**config.mk**
```make
export PLATFORM = sky130hd
export DESIGN_NAME = vga_timing_gen
export DESIGN_NICKNAME = d
export VERILOG_FILES = /design/src/rtl/vga_timing_gen.sv
export SDC_FILE = /design/constraint.sdc
export NUM_CORES = 1
export LEC_CHECK = 0
export CORE_MARGIN = 2
export CORE_UTILIZATION = 45
export CTS_BUF_LIST = sky130_fd_sc_hd__clkbuf_8
export CTS_CLUSTER_DIAMETER = 80
export DETAILED_ROUTE_END_ITERATION = 8
export PLACE_DENSITY = 0.73
export SLEW_MARGIN = 40
export SYNTH_ARGS = -nofsm -noshare
export SYNTH_HDL_FRONTEND = slang
export SYNTH_SLANG_ARGS = --single-unit
```
**constraint.sdc**
```tcl
create_clock -name CLOCK_50 -period 3.2 [get_ports CLOCK_50]
set_input_delay 0.8 -clock CLOCK_50 [delete_from_list [all_inputs] [get_ports CLOCK_50]]
set_output_delay 0.8 -clock CLOCK_50 [all_outputs]
set_load 0.02 [all_outputs]
```
**src/rtl/vga_timing_gen.sv**
```systemverilog
// 640x480@60 VGA raster timing from a single fast clock, with the pixel rate set by a clock-enable.
// All outputs are registered and decoded from the next count value, so they never lag the counters.
module vga_timing_gen #(
   parameter int   CLK_DIV   = 2,
   parameter int   H_VISIBLE = 640,
   parameter int   H_FRONT   = 16,
   parameter int   H_SYNC    = 96,
   parameter int   H_BACK    = 48,
   parameter int   V_VISIBLE = 480,
   parameter int   V_FRONT   = 10,
   parameter int   V_SYNC    = 2,
   parameter int   V_BACK    = 33,
   parameter logic SYNC_POL  = 1'b0
) (
   input  logic       CLOCK_50,
   input  logic       RESET,
   input  logic       ENABLE,
   output logic       PIX_EN,
   output logic [9:0] H_COUNT,
   output logic [9:0] V_COUNT,
   output logic       ACTIVE,
   output logic       HS,
   output logic       VS,
   output logic       LINE_START,
   output logic       FRAME_START
);

   localparam int H_TOTAL = H_VISIBLE + H_FRONT + H_SYNC + H_BACK;
   localparam int V_TOTAL = V_VISIBLE + V_FRONT + V_SYNC + V_BACK;
   localparam int DIV_W   = (CLK_DIV > 1) ? $clog2(CLK_DIV) : 1;

   localparam logic [DIV_W-1:0] DIV_LAST = DIV_W'(CLK_DIV - 1);
   localparam logic [9:0]       H_LAST   = 10'(H_TOTAL - 1);
   localparam logic [9:0]       V_LAST   = 10'(V_TOTAL - 1);

   // 11-bit decode bounds: a sync window may end exactly at 1024.
   localparam logic [10:0] H_VIS_END = 11'(H_VISIBLE);
   localparam logic [10:0] HS_BEGIN  = 11'(H_VISIBLE + H_FRONT);
   localparam logic [10:0] HS_END    = 11'(H_VISIBLE + H_FRONT + H_SYNC);
   localparam logic [10:0] V_VIS_END = 11'(V_VISIBLE);
   localparam logic [10:0] VS_BEGIN  = 11'(V_VISIBLE + V_FRONT);
   localparam logic [10:0] VS_END    = 11'(V_VISIBLE + V_FRONT + V_SYNC);

   logic [DIV_W-1:0] div_reg;
   logic [DIV_W-1:0] div_next;
   logic             tick;
   logic [9:0]       h_next;
   logic [9:0]       v_next;
   logic             active_next;
   logic             hs_next;
   logic             vs_next;
   logic             line_start_next;
   logic             frame_start_next;

   always_comb begin
      tick     = ENABLE && (div_reg == DIV_LAST);
      div_next = div_reg;
      if (ENABLE) begin
         div_next = tick ? '0 : div_reg + 1'b1;
      end

      // Position the raster will hold after the coming pixel tick.
      h_next = H_COUNT + 10'd1;
      v_next = V_COUNT;
      if (H_COUNT == H_LAST) begin
         h_next = '0;
         v_next = (V_COUNT == V_LAST) ? '0 : V_COUNT + 10'd1;
      end

      active_next      = ({1'b0, h_next} < H_VIS_END) && ({1'b0, v_next} < V_VIS_END);
      hs_next          = (({1'b0, h_next} >= HS_BEGIN) && ({1'b0, h_next} < HS_END)) ? SYNC_POL : ~SYNC_POL;
      vs_next          = (({1'b0, v_next} >= VS_BEGIN) && ({1'b0, v_next} < VS_END)) ? SYNC_POL : ~SYNC_POL;
      line_start_next  = tick && (h_next == '0);
      frame_start_next = line_start_next && (v_next == '0);
   end

   always_ff @(posedge CLOCK_50 or negedge RESET) begin
      if (!RESET) begin
         div_reg     <= '0;
         PIX_EN      <= 1'b0;
         H_COUNT     <= H_LAST;
         V_COUNT     <= V_LAST;
         ACTIVE      <= 1'b0;
         HS          <= ~SYNC_POL;
         VS          <= ~SYNC_POL;
         LINE_START  <= 1'b0;
         FRAME_START <= 1'b0;
      end else begin
         div_reg     <= div_next;
         PIX_EN      <= tick;
         LINE_START  <= line_start_next;
         FRAME_START <= frame_start_next;
         // Level outputs only move with the counters, so ENABLE=0 freezes them.
         if (tick) begin
            H_COUNT <= h_next;
            V_COUNT <= v_next;
            ACTIVE  <= active_next;
            HS      <= hs_next;
            VS      <= vs_next;
         end
      end
   end

endmodule

```
==> report_table.html, run 1 <==
<table>
<tr><th>Metric</th><th>Value</th></tr>
<tr><th colspan="2">Timing</th></tr>
<tr><td>Worst-case headroom to the max-slew limit</td><td>52.1%</td></tr>
<tr><td>Crit path setup slack, layout</td><td>0.809 ns</td></tr>
<tr><td>Worst hold slack</td><td>0.476 ns</td></tr>
<tr><td>Hold Fails Final Rpt</td><td>0</td></tr>
<tr><td>Post-layout minimum cycle time</td><td>2.39 ns</td></tr>
<tr><td>Slew at the pin closest to its max-slew limit</td><td>0.712 ns</td></tr>
<tr><td>Sum Neg Setup Slack</td><td>0 ns</td></tr>
<tr><td>Clock skew</td><td>0.00412 ns</td></tr>
<tr><td>Final slew viol count</td><td>0</td></tr>
<tr><td>Setup repair after global routing missed its margin</td><td>false</td></tr>
<tr><td>Fraction of the cycle the final worst path needs</td><td>74.7%</td></tr>
<tr><td>Highest attainable clock frequency</td><td>0.418 GHz</td></tr>
<tr><td>Total of endpoints with negative setup slack in the final report</td><td>0</td></tr>
<tr><th colspan="2">Logic synthesis</th></tr>
<tr><td>Synth top area cells</td><td>sky130_fd_sc_hd__dfrtp_1, sky130_fd_sc_hd__dfstp_2, sky130_fd_sc_hd__nand2_1, sky130_fd_sc_hd__xnor2_1, sky130_fd_sc_hd__o21ai_0</td></tr>
<tr><td>Post-Syn Area</td><td>1770 um2</td></tr>
<tr><td>Count of yosys warnings during synthesis</td><td>0</td></tr>
<tr><td>Synth unique cells</td><td>46</td></tr>
<tr><td>Async S/R FF share, synth</td><td>100%</td></tr>
<tr><td>Number of flops mapped to enable cells by yosys</td><td>0</td></tr>
<tr><td>Flip-flop and latch count after synthesis</td><td>27</td></tr>
<tr><td>Net count of the mapped netlist</td><td>206</td></tr>
<tr><td>Share of Yosys cell area claimed by the top area cell type</td><td>21.2%</td></tr>
<tr><td>Gate Count Post-Synth</td><td>199</td></tr>
<tr><td>Post-synth top area cell</td><td>sky130_fd_sc_hd__dfrtp_1</td></tr>
<tr><td>Part of the Yosys area used for sequential elements</td><td>39.1%</td></tr>
<tr><td>Most used flip-flop cell after synthesis</td><td>sky130_fd_sc_hd__dfrtp_1</td></tr>
<tr><td>Post-synthesis average cell area</td><td>8.88 um2</td></tr>
<tr><th colspan="2">Floorplanning</th></tr>
<tr><td>Width of the chip</td><td>66.7 um</td></tr>
<tr><td>Top Ports</td><td>29</td></tr>
<tr><td>Rows</td><td>22</td></tr>
<tr><td>Initial standard-cell utilization of the core</td><td>47.5%</td></tr>
<tr><td>Core area</td><td>3720 um2</td></tr>
<tr><td>Area of the die</td><td>4440 um2</td></tr>
<tr><td>Die Ht</td><td>66.7 um</td></tr>
<tr><th colspan="2">Finish</th></tr>
<tr><td>Synth-to-layout area growth</td><td>17.1%</td></tr>
<tr><td>Fraction of final layout cells sized beyond drive strength 1</td><td>13.2%</td></tr>
<tr><td>Final Util</td><td>55.7%</td></tr>
<tr><td>Count of non-filler cells in the finished layout</td><td>268</td></tr>
<tr><td>Post-Layout Inst Area</td><td>2070 um2</td></tr>
<tr><td>ANT cells</td><td>0</td></tr>
<tr><td>Count of nets after finishing</td><td>228</td></tr>
<tr><td>Number of fillers in the final layout</td><td>334</td></tr>
<tr><td>Registers with the highest flip-flop counts</td><td>H_COUNT: 10 flops, V_COUNT: 10 flops</td></tr>
<tr><th colspan="2">Routing</th></tr>
<tr><td>Number of design rule violations left after detail routing</td><td>0</td></tr>
<tr><td>Number of vias per cell</td><td>5.60</td></tr>
<tr><td>Final ANT Viol Nets</td><td>0</td></tr>
<tr><td>Wire length after detailed routing</td><td>3.69 mm</td></tr>
<tr><td>Pre-Repair DR Iteration Count</td><td>4</td></tr>
<tr><td>Number of vias in the routed layout</td><td>1501</td></tr>
<tr><td>Initial DRC Count</td><td>73</td></tr>
<tr><td>Post-DR wirelength/cell</td><td>13.8 um</td></tr>
<tr><th colspan="2">Power</th></tr>
<tr><td>Power Density</td><td>466 nW/um2</td></tr>
<tr><td>Cell leakage power</td><td>0.790 nW</td></tr>
<tr><td>Worst VDD drop</td><td>419 uV</td></tr>
<tr><td>Pwr Total</td><td>0.964 mW</td></tr>
<tr><th colspan="2">CTS</th></tr>
<tr><td>Clock Tree Buf Depth</td><td>2</td></tr>
<tr><td>Post_cts resized</td><td>0</td></tr>
<tr><td>Clock slew seen by the registers of the worst setup and hold paths</td><td>0.09 ns</td></tr>
<tr><td>TritonCTS Buffers</td><td>3</td></tr>
<tr><td>Post-CTS Setup Repair Bufs</td><td>0</td></tr>
<tr><td>CTS H-tree depth</td><td>1</td></tr>
<tr><td>Clock sink count</td><td>27</td></tr>
<tr><td>TritonCTS clock tree</td><td>yes</td></tr>
<tr><td>Hold Buf Count CTS</td><td>0</td></tr>
<tr><td>Clock latency reported for the late side of the worst-skew pair</td><td>0.27 ns</td></tr>
<tr><td>Cell at the root of the clock tree</td><td>sky130_fd_sc_hd__clkbuf_8</td></tr>
<tr><th colspan="2">Placed design</th></tr>
<tr><td>Half-perimeter wire length after placement</td><td>2.61 mm</td></tr>
<tr><td>Number of buffers added on ports</td><td>28</td></tr>
<tr><td>Post-Place Setup Slack</td><td>0.688 ns</td></tr>
<tr><td>Cell count after placement</td><td>264</td></tr>
<tr><td>Post-placement cell area</td><td>2020 um2</td></tr>
<tr><td>Global placer's final weighted congestion</td><td>0.869</td></tr>
<tr><th colspan="2">Min path</th></tr>
<tr><td>Class of the most critical hold timing path</td><td>reg2reg</td></tr>
<tr><th colspan="2">Global routing</th></tr>
<tr><td>Gr usage total</td><td>18.1%</td></tr>
<tr><td>Pin count of the biggest net entering global routing</td><td>28</td></tr>
<tr><td>GR Overflow Total</td><td>0</td></tr>
<tr><td>Antenna violations before repair</td><td>0</td></tr>
<tr><td>Number of global-route vias before repair</td><td>1376</td></tr>
<tr><td>Wire length of the first global-routing pass</td><td>6.32 mm</td></tr>
<tr><th colspan="2">Worst setup path</th></tr>
<tr><td>Kind of start point of the critical path</td><td>register</td></tr>
<tr><td>Arrival time of data at the critical path endpoint</td><td>2.57 ns</td></tr>
<tr><td>Classification of the worst setup path</td><td>reg2reg</td></tr>
<tr><td>Biggest fanout along the worst timing path</td><td>13</td></tr>
<tr><td>Critical path required time</td><td>3.38 ns</td></tr>
<tr><td>Register-to-register path setup slack</td><td>0.81 ns</td></tr>
<tr><td>Kind of end point of the critical path</td><td>register</td></tr>
<tr><th colspan="2">Outcome</th></tr>
<tr><td>Result of the run</td><td>completed</td></tr>
<tr><th colspan="2">Run</th></tr>
<tr><td>Total of max-cap violations</td><td>0</td></tr>
</table>
[cell usage in the layout (no fill, tap or decap), drive strengths merged, types with 2 or more instances in the layout]
cell type,Yosys,layout
dfstp,12,12
a21oi,7,7
or2,2,2
o21ai,19,19
xor2,4,4
nand4,4,4
nand3,12,12
nor2,18,18
nor4,3,3
and3,3,3
buf,8,2
nor4b,2,2
dfrtp,15,15
clkdlybuf4s50,0,28
ha,4,4
a31oi,3,3
clkbuf,5,3
o311a,3,3
inv,5,5
nor3,6,6
o22ai,2,2
and4,4,4
xnor2,13,13
nand2,32,32
[worst paths after layout]
check	end	from	depth (start not counted)
worst max-delay path	FRAME_START$_DFF_PN0_	H_COUNT[0]$_DFFE_PN1P_	6
worst min register to register	div_reg$_DFFE_PN0P_	div_reg$_DFFE_PN0P_	1
worst min-delay path	div_reg$_DFFE_PN0P_	div_reg$_DFFE_PN0P_	1
worst max register to register	FRAME_START$_DFF_PN0_	H_COUNT[0]$_DFFE_PN1P_	6
min in group asynchronous	V_COUNT[0]$_DFFE_PN0P_	RESET	2
max in group asynchronous	H_COUNT[8]$_DFFE_PN1P_	RESET	2
[final cells by class]
| class | count | area (um2) | area share (%) |
|---|---|---|---|
| clock buffers | 3 | 41.3 | 2.00 |
| inverters | 5 | 18.8 | 0.907 |
| clock inverters | 1 | 5.00 | 0.242 |
| flip-flops and latches | 27 | 691 | 33.4 |
| multi-input cells | 154 | 957 | 46.3 |
| repair buffers | 30 | 295 | 14.3 |
| well taps | 48 | 60.1 | 2.90 |
[critical path, cell delays in order (launching register included)]
cell                      delay [ns]
sky130_fd_sc_hd__dfstp_2        0.60
sky130_fd_sc_hd__ha_1           0.29
sky130_fd_sc_hd__and4_4         0.33
sky130_fd_sc_hd__and3_4         0.30
sky130_fd_sc_hd__nand4_1        0.19
sky130_fd_sc_hd__a211o_1        0.38
sky130_fd_sc_hd__nor4b_2        0.21
[synthesized netlist by cell type, types with 2 or more instances]
cell type and number:
sky130_fd_sc_hd__nor4_1 3, sky130_fd_sc_hd__or2_2 2, sky130_fd_sc_hd__nand4_1 4, sky130_fd_sc_hd__nand3_1 11, sky130_fd_sc_hd__o22ai_1 2, sky130_fd_sc_hd__buf_6 4
sky130_fd_sc_hd__clkbuf_1 4, sky130_fd_sc_hd__xor2_1 4, sky130_fd_sc_hd__nand2_1 32, sky130_fd_sc_hd__buf_4 2, sky130_fd_sc_hd__inv_1 5, sky130_fd_sc_hd__xnor2_1 13
sky130_fd_sc_hd__nor2_1 18, sky130_fd_sc_hd__and3_1 2, sky130_fd_sc_hd__nor3_1 6, sky130_fd_sc_hd__dfrtp_1 15, sky130_fd_sc_hd__o21ai_0 19, sky130_fd_sc_hd__o311a_1 3
sky130_fd_sc_hd__ha_1 4, sky130_fd_sc_hd__and4_1 2, sky130_fd_sc_hd__dfstp_2 12, sky130_fd_sc_hd__a31oi_1 3, sky130_fd_sc_hd__a21oi_1 6
[logic make-up after synthesis]
logic type | synth area share, %
AND/OR/NAND/NOR | 27.7
AO/OA/AOI/OAI | 15.2
flip-flops | 39.1
buffers and inverters | 6.73
XOR/XNOR | 8.43
adder cells (fa/ha/maj) | 2.83
[power breakdown]
group	internal (mW)	leakage [nW]	switching (mW)	total, mW
clock network	0.0871	0.0255	0.106	0.193
registers	0.411	0.323	0.0663	0.478
logic	0.136	0.441	0.158	0.294
total	0.635	0.790	0.330	0.964
[layer usage]
layer	vias to the layer above	track usage, %	part of all wire [%]
li1	754	-	-
met1	699	26.7	51
met2	44	27.6	44
met3	4	2.87	4.3
met4	0	4.59	0.98
met5	-	0	0
No activity file was read; power rests on OpenSTA's default activity.
==> run 2: changes to the inputs <==
--- a/config.mk
+++ b/config.mk
@@ -10,7 +10,7 @@
 export CTS_BUF_LIST = sky130_fd_sc_hd__clkbuf_8
 export CTS_CLUSTER_DIAMETER = 80
 export DETAILED_ROUTE_END_ITERATION = 8
-export PLACE_DENSITY = 0.73
+export PLACE_DENSITY = 0.76
 export SLEW_MARGIN = 40
 export SYNTH_ARGS = -nofsm -noshare
 export SYNTH_HDL_FRONTEND = slang
==> constraint.sdc (replaced) <==
create_clock -name CLOCK_50 -period 2.1 [get_ports CLOCK_50]
set_input_delay 0.525 -clock CLOCK_50 [delete_from_list [all_inputs] [get_ports CLOCK_50]]
set_output_delay 0.525 -clock CLOCK_50 [all_outputs]
set_load 0.02 [all_outputs]
==> report_table.html, run 2 (same netlist as run 1, synthesis figures left out) <==
<table>
<tr><th>Metric</th><th>Value</th></tr>
<tr><th colspan="2">Outcome</th></tr>
<tr><td>Result of the run</td><td>completed</td></tr>
<tr><th colspan="2">Global routing</th></tr>
<tr><td>Number of global-route vias before repair</td><td>1490 (+8.3%)</td></tr>
<tr><td>GR Overflow Total</td><td>0 (unchanged)</td></tr>
<tr><td>Antenna violations before repair</td><td>0 (unchanged)</td></tr>
<tr><td>Pin count of the biggest net entering global routing</td><td>28 (unchanged)</td></tr>
<tr><td>Wire length of the first global-routing pass</td><td>7.11 mm (+13%)</td></tr>
<tr><td>Gr usage total</td><td>20.7% (+2.6 points)</td></tr>
<tr><th colspan="2">Finish</th></tr>
<tr><td>Number of fillers in the final layout</td><td>306 (-8.4%)</td></tr>
<tr><td>Synth-to-layout area growth</td><td>33.9%</td></tr>
<tr><td>Final Util</td><td>63.7% (+8.0 points)</td></tr>
<tr><td>Post-Layout Inst Area</td><td>2370 um2 (+14%)</td></tr>
<tr><td>Fraction of final layout cells sized beyond drive strength 1</td><td>27.3% (+14 points)</td></tr>
<tr><td>Leading cell type in the layout, fill and taps excluded</td><td>sky130_fd_sc_hd__nand2_1</td></tr>
<tr><td>Count of nets after finishing</td><td>257 (+13%)</td></tr>
<tr><td>ANT cells</td><td>0 (unchanged)</td></tr>
<tr><td>Registers with the highest flip-flop counts</td><td>H_COUNT: 10 flops, V_COUNT: 10 flops</td></tr>
<tr><td>Commonest cells after routing, fill and taps aside</td><td>sky130_fd_sc_hd__nand2_1, sky130_fd_sc_hd__buf_4, sky130_fd_sc_hd__clkdlybuf4s50_1, sky130_fd_sc_hd__o21ai_0, sky130_fd_sc_hd__nor2_1</td></tr>
<tr><th colspan="2">CTS</th></tr>
<tr><td>Clock latency reported for the late side of the worst-skew pair</td><td>0.27 ns (about the same)</td></tr>
<tr><td>Cell at the root of the clock tree</td><td>sky130_fd_sc_hd__clkbuf_8</td></tr>
<tr><td>Clock sink count</td><td>27 (unchanged)</td></tr>
<tr><td>Clock Tree Buf Depth</td><td>2 (unchanged)</td></tr>
<tr><td>Clock slew seen by the registers of the worst setup and hold paths</td><td>0.10 ns (about the same)</td></tr>
<tr><td>TritonCTS clock tree</td><td>yes</td></tr>
<tr><td>TritonCTS Buffers</td><td>3 (unchanged)</td></tr>
<tr><td>Hold Buf Count CTS</td><td>0 (unchanged)</td></tr>
<tr><td>CTS H-tree depth</td><td>1 (unchanged)</td></tr>
<tr><th colspan="2">Min path</th></tr>
<tr><td>Hold path depth</td><td>1 (unchanged)</td></tr>
<tr><td>Hold_sp</td><td>div_reg$_DFFE_PN0P_</td></tr>
<tr><td>WHS Endpoint</td><td>div_reg$_DFFE_PN0P_</td></tr>
<tr><td>Class of the most critical hold timing path</td><td>reg2reg</td></tr>
<tr><th colspan="2">Routing</th></tr>
<tr><td>Final ANT Viol Nets</td><td>0 (unchanged)</td></tr>
<tr><td>Post-DR wirelength/cell</td><td>15.1 um (+9.7%)</td></tr>
<tr><td>Number of vias per cell</td><td>5.69 (+1.5%)</td></tr>
<tr><td>Pre-Repair DR Iteration Count</td><td>4 (unchanged)</td></tr>
<tr><td>Wire length after detailed routing</td><td>4.48 mm (+22%)</td></tr>
<tr><td>Initial DRC Count</td><td>165 (+130%)</td></tr>
<tr><td>Number of vias in the routed layout</td><td>1689 (+13%)</td></tr>
<tr><td>Number of design rule violations left after detail routing</td><td>0 (unchanged)</td></tr>
<tr><th colspan="2">Timing</th></tr>
<tr><td>Clock skew</td><td>0.00606 ns (+0.00194 ns)</td></tr>
<tr><td>Worst-case headroom to the max-slew limit</td><td>76.1% (+24 points)</td></tr>
<tr><td>Hold Fails Final Rpt</td><td>0 (unchanged)</td></tr>
<tr><td>Post-layout minimum cycle time</td><td>2.08 ns (-0.311 ns)</td></tr>
<tr><td>Final slew viol count</td><td>0 (unchanged)</td></tr>
<tr><td>Fraction of the cycle the final worst path needs</td><td>99.1% (+24 points)</td></tr>
<tr><td>Total of endpoints with negative setup slack in the final report</td><td>0 (unchanged)</td></tr>
<tr><td>Slew at the pin closest to its max-slew limit</td><td>0.356 ns (-0.356 ns)</td></tr>
<tr><td>Crit path setup slack, layout</td><td>0.0199 ns (-0.789 ns)</td></tr>
<tr><td>Worst hold slack</td><td>0.470 ns (-0.00578 ns)</td></tr>
<tr><td>Highest attainable clock frequency</td><td>0.481 GHz (+15%)</td></tr>
<tr><td>Setup repair after global routing missed its margin</td><td>true</td></tr>
<tr><th colspan="2">Power</th></tr>
<tr><td>Worst VDD drop</td><td>603 uV (+44%)</td></tr>
<tr><td>Cell leakage power</td><td>0.993 nW (+26%)</td></tr>
<tr><td>Power Density</td><td>653 nW/um2 (+40%)</td></tr>
<tr><td>Pwr Total</td><td>1.54 mW (+60%)</td></tr>
<tr><th colspan="2">Floorplanning</th></tr>
<tr><td>Core area</td><td>3720 um2 (unchanged)</td></tr>
<tr><td>Width of the chip</td><td>66.7 um (unchanged)</td></tr>
<tr><td>Initial standard-cell utilization of the core</td><td>47.5% (unchanged)</td></tr>
<tr><td>Top Ports</td><td>29 (unchanged)</td></tr>
<tr><td>Die Ht</td><td>66.7 um (unchanged)</td></tr>
<tr><td>Rows</td><td>22 (unchanged)</td></tr>
<tr><td>Area of the die</td><td>4440 um2 (unchanged)</td></tr>
<tr><th colspan="2">Worst setup path</th></tr>
<tr><td>Reg2reg end</td><td>FRAME_START$_DFF_PN0_</td></tr>
<tr><td>Arrival time of data at the critical path endpoint</td><td>2.27 ns (-0.30 ns)</td></tr>
<tr><td>Biggest fanout along the worst timing path</td><td>7 (-6)</td></tr>
<tr><td>Cell-by-cell listing of the critical path</td><td>ha_4, and4_4, buf_12, nand3_4, o2bb2ai_2, a21oi_2, o211ai_1, nor4b_2</td></tr>
<tr><td>Slowest stage cell on the critical path</td><td>sky130_fd_sc_hd__dfstp_2</td></tr>
<tr><td>Kind of start point of the critical path</td><td>register</td></tr>
<tr><td>Depth of the worst register-to-register path</td><td>8 (+2)</td></tr>
<tr><td>Critical path required time</td><td>2.29 ns (-1.09 ns)</td></tr>
<tr><td>Register-to-register path setup slack</td><td>0.02 ns (-0.79 ns)</td></tr>
<tr><td>Kind of end point of the critical path</td><td>register</td></tr>
<tr><td>Crit-path max cell delay</td><td>0.61 ns (about the same)</td></tr>
<tr><td>Classification of the worst setup path</td><td>reg2reg</td></tr>
<tr><td>R2r startpoint</td><td>H_COUNT[0]$_DFFE_PN1P_</td></tr>
<tr><th colspan="2">Placed design</th></tr>
<tr><td>Global placer's final weighted congestion</td><td>0.934 (+7.5%)</td></tr>
<tr><td>Post-placement cell area</td><td>2170 um2 (+7.3%)</td></tr>
<tr><td>Number of buffers added on ports</td><td>28 (unchanged)</td></tr>
<tr><td>Post-Place Setup Slack</td><td>-0.00531 ns (-0.693 ns)</td></tr>
<tr><td>Half-perimeter wire length after placement</td><td>3.04 mm (+16%)</td></tr>
<tr><th colspan="2">Run</th></tr>
<tr><td>Total of max-cap violations</td><td>0 (unchanged)</td></tr>
</table>
run 2: repair_timing:
| action | in CTS | in global routing |
|---|---|---|
| setup buffers | 2 | 8 |
| resized for setup | 4 | 14 |
| setup endpoints to repair | 5 | 12 |
| pin swaps | 0 | 7 |
| endpoints found under the hold margin | 0 | 0 |
| gates cloned | 0 | 1 |
run 2: how the worst max path moves through the flow:
stage | from | end | slack [ns] | cells after the start
finish | H_COUNT[0]$_DFFE_PN1P_ | FRAME_START$_DFF_PN0_ | 0.02 | 8
global route | H_COUNT[0]$_DFFE_PN1P_ | VS$_DFFE_PN1P_ | -0.09 | 8
CTS | H_COUNT[0]$_DFFE_PN1P_ | VS$_DFFE_PN1P_ | -0.02 | 7
detailed placement | H_COUNT[0]$_DFFE_PN1P_ | VS$_DFFE_PN1P_ | -0.005 | 7
global placement | H_COUNT[0]$_DFFE_PN1P_ | FRAME_START$_DFF_PN0_ | 0.05 | 7
floorplan | H_COUNT[0]$_DFFE_PN1P_ | VS$_DFFE_PN1P_ | -0.08 | 9
run 2: final cells by class:
cell class | instances | area [um2] | share of cell area [%]
clock inverters | 1 | 5.00 | 0.212
repair buffers | 58 | 523 | 22.1
inverters | 5 | 18.8 | 0.793
clock buffers | 3 | 41.3 | 1.75
well taps | 48 | 60.1 | 2.54
flip-flops and latches | 27 | 691 | 29.2
multi-input cells | 155 | 1030 | 43.4
run 2: worst max-delay path: cells and delay by family, from the launching register on:
family | cells | cell delay [ns]
adder cells (fa/ha/maj) | 1 | 0.15
AO/OA/AOI/OAI | 3 | 0.45
flip-flops | 1 | 0.61
buffers and inverters | 1 | 0.12
AND/OR/NAND/NOR | 3 | 0.66
run 2: layer usage:
metal	wire (um)	vias up	track usage [%]
li1	-	811	-
met1	2020	793	31.2
met4	43	0	5.61
met3	325	4	1.52
met5	0	-	0
met2	2100	81	31.9
run 2: stage by stage:
stage / setup TNS [ns] / instances
CTS: -0.0176 / 288
detailed placement: -0.00531 / 282
finish: 0 / 297
global placement: 0 / 282
floorplan: -0.129 / 199
global route: -0.193 / 297
run 2: power breakdown:
group | total, mW | switching [mW] | internal, mW
combinational | 0.518 | 0.274 | 0.244
sequential | 0.728 | 0.100 | 0.627
clock | 0.299 | 0.166 | 0.133
total | 1.54 | 0.540 | 1.00
==> run 3: changes to the inputs <==
--- a/config.mk
+++ b/config.mk
@@ -5,12 +5,13 @@
 export SDC_FILE = /design/constraint.sdc
 export NUM_CORES = 1
 export LEC_CHECK = 0
+export ABC_AREA = 1
 export CORE_MARGIN = 2
 export CORE_UTILIZATION = 45
 export CTS_BUF_LIST = sky130_fd_sc_hd__clkbuf_8
 export CTS_CLUSTER_DIAMETER = 80
 export DETAILED_ROUTE_END_ITERATION = 8
-export PLACE_DENSITY = 0.76
+export PLACE_DENSITY = 0.75
 export SLEW_MARGIN = 40
 export SYNTH_ARGS = -nofsm -noshare
 export SYNTH_HDL_FRONTEND = slang
==> report_table.html, run 3 <==
<table>
<tr><th>Metric</th><th>Value</th></tr>
<tr><th colspan="2">Outcome</th></tr>
<tr><td>Result of the run</td><td>completed</td></tr>
<tr><th colspan="2">Power</th></tr>
<tr><td>Sequential cell fraction of total power</td><td>38.7% (-8.4 points)</td></tr>
<tr><td>Combinational share of power</td><td>49.1% (+15 points)</td></tr>
<tr><td>Pwr Total</td><td>2.51 mW (+62%)</td></tr>
<tr><td>Cell leakage power</td><td>1.08 nW (+8.5%)</td></tr>
<tr><td>Worst VDD drop</td><td>503 uV (-16%)</td></tr>
<tr><td>Switch share</td><td>45.7% (+11 points)</td></tr>
<tr><td>Psw</td><td>1.14 mW (+110%)</td></tr>
<tr><td>Power Density</td><td>1060 nW/um2 (+63%)</td></tr>
<tr><td>Proportion of power drawn by the clock network</td><td>12.2% (-7.1 points)</td></tr>
<tr><td>Cell internal power dissipation</td><td>1.36 mW (+36%)</td></tr>
<tr><th colspan="2">Logic synthesis</th></tr>
<tr><td>Most used flip-flop cell after synthesis</td><td>sky130_fd_sc_hd__dfrtp_1</td></tr>
<tr><td>Most repeated cell in the gate-level netlist after synthesis</td><td>sky130_fd_sc_hd__nand2_1</td></tr>
<tr><td>Part of the Yosys area used for sequential elements</td><td>37.4% (-1.7 points)</td></tr>
<tr><td>Synth unique cells</td><td>29 (-37%)</td></tr>
<tr><td>Post-Syn Area</td><td>1850 um2 (+4.6%)</td></tr>
<tr><td>Gate Count Post-Synth</td><td>272 (+37%)</td></tr>
<tr><td>Flip-flop and latch count after synthesis</td><td>27 (unchanged)</td></tr>
<tr><td>Count of yosys warnings during synthesis</td><td>0 (unchanged)</td></tr>
<tr><td>Commonest cells post-synth</td><td>sky130_fd_sc_hd__nand2_1, sky130_fd_sc_hd__inv_1, sky130_fd_sc_hd__nor2_1</td></tr>
<tr><td>Share of Yosys cell area claimed by the top area cell type</td><td>20.3% (-0.94 points)</td></tr>
<tr><td>Number of flops mapped to enable cells by yosys</td><td>0 (unchanged)</td></tr>
<tr><td>Synth top area cells</td><td>sky130_fd_sc_hd__dfrtp_1, sky130_fd_sc_hd__dfstp_2, sky130_fd_sc_hd__nand2_1, sky130_fd_sc_hd__inv_1, sky130_fd_sc_hd__nor2_1</td></tr>
<tr><td>Net count of the mapped netlist</td><td>279 (+35%)</td></tr>
<tr><td>Post-synthesis average cell area</td><td>6.79 um2 (-23%)</td></tr>
<tr><td>Post-synth top area cell</td><td>sky130_fd_sc_hd__dfrtp_1</td></tr>
<tr><td>Async S/R FF share, synth</td><td>100% (unchanged)</td></tr>
<tr><th colspan="2">Routing</th></tr>
<tr><td>Number of design rule violations left after detail routing</td><td>0 (unchanged)</td></tr>
<tr><td>Pre-Repair DR Iteration Count</td><td>5 (+1)</td></tr>
<tr><td>Final ANT Viol Nets</td><td>0 (unchanged)</td></tr>
<tr><td>Wire length after detailed routing</td><td>4.71 mm (+5.0%)</td></tr>
<tr><td>Initial DRC Count</td><td>121 (-27%)</td></tr>
<tr><td>Post-DR wirelength/cell</td><td>13.0 um (-14%)</td></tr>
<tr><td>Number of vias in the routed layout</td><td>1871 (+11%)</td></tr>
<tr><td>Number of vias per cell</td><td>5.15 (-9.4%)</td></tr>
<tr><th colspan="2">Worst setup path</th></tr>
<tr><td>Kind of end point of the critical path</td><td>primary output</td></tr>
<tr><td>Critical path required time</td><td>1.57 ns (-0.72 ns)</td></tr>
<tr><td>R2r startpoint</td><td>H_COUNT[0]$_DFFE_PN1P_</td></tr>
<tr><td>Depth of the worst register-to-register path</td><td>9 (+1)</td></tr>
<tr><td>Reg2reg end</td><td>FRAME_START$_DFF_PN0_</td></tr>
<tr><td>Slowest stage cell on the critical path</td><td>sky130_fd_sc_hd__dfstp_2</td></tr>
<tr><td>Crit-path max cell delay</td><td>0.64 ns (+0.03 ns)</td></tr>
<tr><td>Kind of cell adding the most delay to the critical path</td><td>flip-flops</td></tr>
<tr><td>Kind of start point of the critical path</td><td>register</td></tr>
<tr><td>Worst path bufs/invs</td><td>1 (unchanged)</td></tr>
<tr><td>Register-to-register path setup slack</td><td>0.08 ns (+0.06 ns)</td></tr>
<tr><td>Cell-by-cell listing of the critical path</td><td>clkdlybuf4s50_1</td></tr>
<tr><td>Classification of the worst setup path</td><td>reg2out</td></tr>
<tr><td>Biggest fanout along the worst timing path</td><td>6 (-1)</td></tr>
<tr><td>Arrival time of data at the critical path endpoint</td><td>1.54 ns (-0.73 ns)</td></tr>
<tr><th colspan="2">Floorplanning</th></tr>
<tr><td>Area of the die</td><td>4640 um2 (+4.3%)</td></tr>
<tr><td>Width of the chip</td><td>68.1 um (+2.1%)</td></tr>
<tr><td>Rows</td><td>23 (+4.5%)</td></tr>
<tr><td>Top Ports</td><td>29 (unchanged)</td></tr>
<tr><td>Die Ht</td><td>68.1 um (+2.1%)</td></tr>
<tr><td>Initial standard-cell utilization of the core</td><td>46.5% (-1.0 points)</td></tr>
<tr><td>Core area</td><td>3970 um2 (+6.9%)</td></tr>
<tr><th colspan="2">Min path</th></tr>
<tr><td>Hold path depth</td><td>2 (+1)</td></tr>
<tr><td>WHS Endpoint</td><td>ACTIVE$_DFFE_PN0P_</td></tr>
<tr><td>Class of the most critical hold timing path</td><td>reg2reg</td></tr>
<tr><td>Hold_sp</td><td>ACTIVE$_DFFE_PN0P_</td></tr>
<tr><th colspan="2">Global routing</th></tr>
<tr><td>Pin count of the biggest net entering global routing</td><td>28 (unchanged)</td></tr>
<tr><td>Wire length of the first global-routing pass</td><td>8.09 mm (+14%)</td></tr>
<tr><td>Antenna violations before repair</td><td>0 (unchanged)</td></tr>
<tr><td>GR Overflow Total</td><td>0 (unchanged)</td></tr>
<tr><td>Gr usage total</td><td>22.7% (+1.9 points)</td></tr>
<tr><td>Number of global-route vias before repair</td><td>1723 (+16%)</td></tr>
<tr><th colspan="2">CTS</th></tr>
<tr><td>Clock sink count</td><td>27 (unchanged)</td></tr>
<tr><td>CTS H-tree depth</td><td>1 (unchanged)</td></tr>
<tr><td>TritonCTS Buffers</td><td>3 (unchanged)</td></tr>
<tr><td>Clock latency reported for the late side of the worst-skew pair</td><td>0.27 ns (about the same)</td></tr>
<tr><td>Clock Tree Buf Depth</td><td>2 (unchanged)</td></tr>
<tr><td>Cell at the root of the clock tree</td><td>sky130_fd_sc_hd__clkbuf_8</td></tr>
<tr><td>TritonCTS clock tree</td><td>yes</td></tr>
<tr><td>Clock slew seen by the registers of the worst setup and hold paths</td><td>0.10 ns (about the same)</td></tr>
<tr><th colspan="2">Timing</th></tr>
<tr><td>Total of endpoints with negative setup slack in the final report</td><td>0 (unchanged)</td></tr>
<tr><td>Final slew viol count</td><td>0 (unchanged)</td></tr>
<tr><td>Fraction of the cycle the final worst path needs</td><td>98.4% (-0.62 points)</td></tr>
<tr><td>Highest attainable clock frequency</td><td>0.484 GHz (+0.63%)</td></tr>
<tr><td>Sum Neg Setup Slack</td><td>0 ns (unchanged)</td></tr>
<tr><td>Crit path setup slack, layout</td><td>0.0329 ns (+0.0130 ns)</td></tr>
<tr><td>Hold Fails Final Rpt</td><td>0 (unchanged)</td></tr>
<tr><td>Slew at the pin closest to its max-slew limit</td><td>0.365 ns (+0.00832 ns)</td></tr>
<tr><td>Worst-case headroom to the max-slew limit</td><td>75.4% (-0.71 points)</td></tr>
<tr><td>Post-layout minimum cycle time</td><td>2.07 ns (-0.0130 ns)</td></tr>
<tr><td>Clock skew</td><td>0.00492 ns (-0.00114 ns)</td></tr>
<tr><th colspan="2">Run</th></tr>
<tr><td>Total of max-cap violations</td><td>0 (unchanged)</td></tr>
<tr><th colspan="2">Finish</th></tr>
<tr><td>Count of nets after finishing</td><td>321 (+25%)</td></tr>
<tr><td>Synth-to-layout area growth</td><td>27.6%</td></tr>
<tr><td>ANT cells</td><td>0 (unchanged)</td></tr>
<tr><td>Fraction of final layout cells sized beyond drive strength 1</td><td>16.6% (-11 points)</td></tr>
<tr><td>Registers with the highest flip-flop counts</td><td>H_COUNT: 10 flops, V_COUNT: 10 flops</td></tr>
<tr><td>Number of fillers in the final layout</td><td>364 (+19%)</td></tr>
<tr><td>Register cell area after layout</td><td>692 um2 (+0.18%)</td></tr>
<tr><td>Commonest cells after routing, fill and taps aside</td><td>sky130_fd_sc_hd__nand2_1, sky130_fd_sc_hd__inv_1, sky130_fd_sc_hd__nor2_1, sky130_fd_sc_hd__clkdlybuf4s50_1, sky130_fd_sc_hd__nand3_1</td></tr>
<tr><td>Leading cell type in the layout, fill and taps excluded</td><td>sky130_fd_sc_hd__nand2_1</td></tr>
<tr><td>Area used by multi-input combinational logic</td><td>1020 um2 (-0.24%)</td></tr>
<tr><td>Post-Layout Inst Area</td><td>2360 um2 (-0.37%)</td></tr>
<tr><th colspan="2">Placed design</th></tr>
<tr><td>Global placer's final weighted congestion</td><td>0.907 (-2.9%)</td></tr>
<tr><td>Number of buffers added on ports</td><td>28 (unchanged)</td></tr>
<tr><td>Post-placement cell area</td><td>2240 um2 (+3.2%)</td></tr>
<tr><td>Post-Place Setup Slack</td><td>0.0660 ns (+0.0713 ns)</td></tr>
<tr><td>Half-perimeter wire length after placement</td><td>3.49 mm (+15%)</td></tr>
</table>
==> run 3: cell types whose count changed in the layout (fill, tap and decap cells not counted), moves of 4 or more <==
cell and delta:
sky130_fd_sc_hd__clkdlybuf4s50_1 +6, sky130_fd_sc_hd__nand3_1 +11, sky130_fd_sc_hd__xnor2_1 -13, sky130_fd_sc_hd__nor2_1 +15, sky130_fd_sc_hd__inv_1 +31, sky130_fd_sc_hd__buf_4 -17, sky130_fd_sc_hd__nand2_1 +51, sky130_fd_sc_hd__nor2_2 +4
sky130_fd_sc_hd__nand4_1 +4
==> run 3: metal layers <==
| metal | wire length [um] | up-vias | track usage, % |
|---|---|---|---|
| li1 | - | 947 | - |
| met1 | 2210 | 852 | 33.8 |
| met2 | 2180 | 64 | 36.0 |
| met3 | 261 | 8 | 1.97 |
| met4 | 56 | 0 | 4.25 |
| met5 | 0 | - | 0 |
==> run 3: cell families after synthesis <==
logic type / share of synthesized area, %
AO/OA/AOI/OAI: 7.99
AND/OR/NAND/NOR: 41.9
XOR/XNOR: 0.948
buffers and inverters: 9.07
flip-flops: 37.4
adder cells (fa/ha/maj): 2.71
==> run 3: worst max path at each step <==
| stage | start | endpoint | slack, ns | cells after the start |
|---|---|---|---|---|
| final | H_COUNT[3]$_DFFE_PN1P_ | H_COUNT[3] | 0.03 | 1 |
| after global routing | H_COUNT[0]$_DFFE_PN1P_ | HS$_DFFE_PN1P_ | -0.05 | 11 |
| after CTS | H_COUNT[0]$_DFFE_PN1P_ | FRAME_START$_DFF_PN0_ | 0.03 | 9 |
| after detailed placement | H_COUNT[0]$_DFFE_PN1P_ | ACTIVE$_DFFE_PN0P_ | 0.07 | 10 |
| after global placement | H_COUNT[0]$_DFFE_PN1P_ | FRAME_START$_DFF_PN0_ | 0.12 | 9 |
| after floorplan | H_COUNT[0]$_DFFE_PN1P_ | FRAME_START$_DFF_PN0_ | 0.23 | 9 |
==> run 3: cell type report <==
type                            instances  area share (%)
Clock buffer                            3            1.75
Clock inverter                          1           0.318
Inverter                               41            6.63
Multi-Input combinational cell        201            43.5
Sequential cell                        27            29.4
Tap cell                               50            2.65
Timing Repair Buffer                   40            15.8
==> run 3: power by group through the flow <==
stage / sequential, mW / clock, mW / combinational (mW)
2_1_floorplan: 1.07 / 0 / 0.549
3_3_place_gp: 0.950 / 0 / 1.14
3_5_place_dp: 0.950 / 0 / 1.16
4_1_cts: 0.946 / 0.319 / 1.16
5_1_grt: 0.995 / 0.344 / 1.36
6_report: 0.970 / 0.305 / 1.23
==> run 3: stage by stage <==
step / hold slack [ns] / utilization [%] / cells
finish: 0.497 / 59.4 / 363
global route: 0.527 / 59.4 / 363
detailed placement: 0.471 / 56.4 / 355
floorplan: 0.229 / - / 272
CTS: 0.500 / 57.6 / 359
global placement: 0.474 / 56.4 / 355
==> run 3: repair_timing <==
action	4_1_cts	5_1_grt
resized for setup	0	10
endpoints found under the setup margin	0	7
setup buffers	0	4
hold buffers	0	0
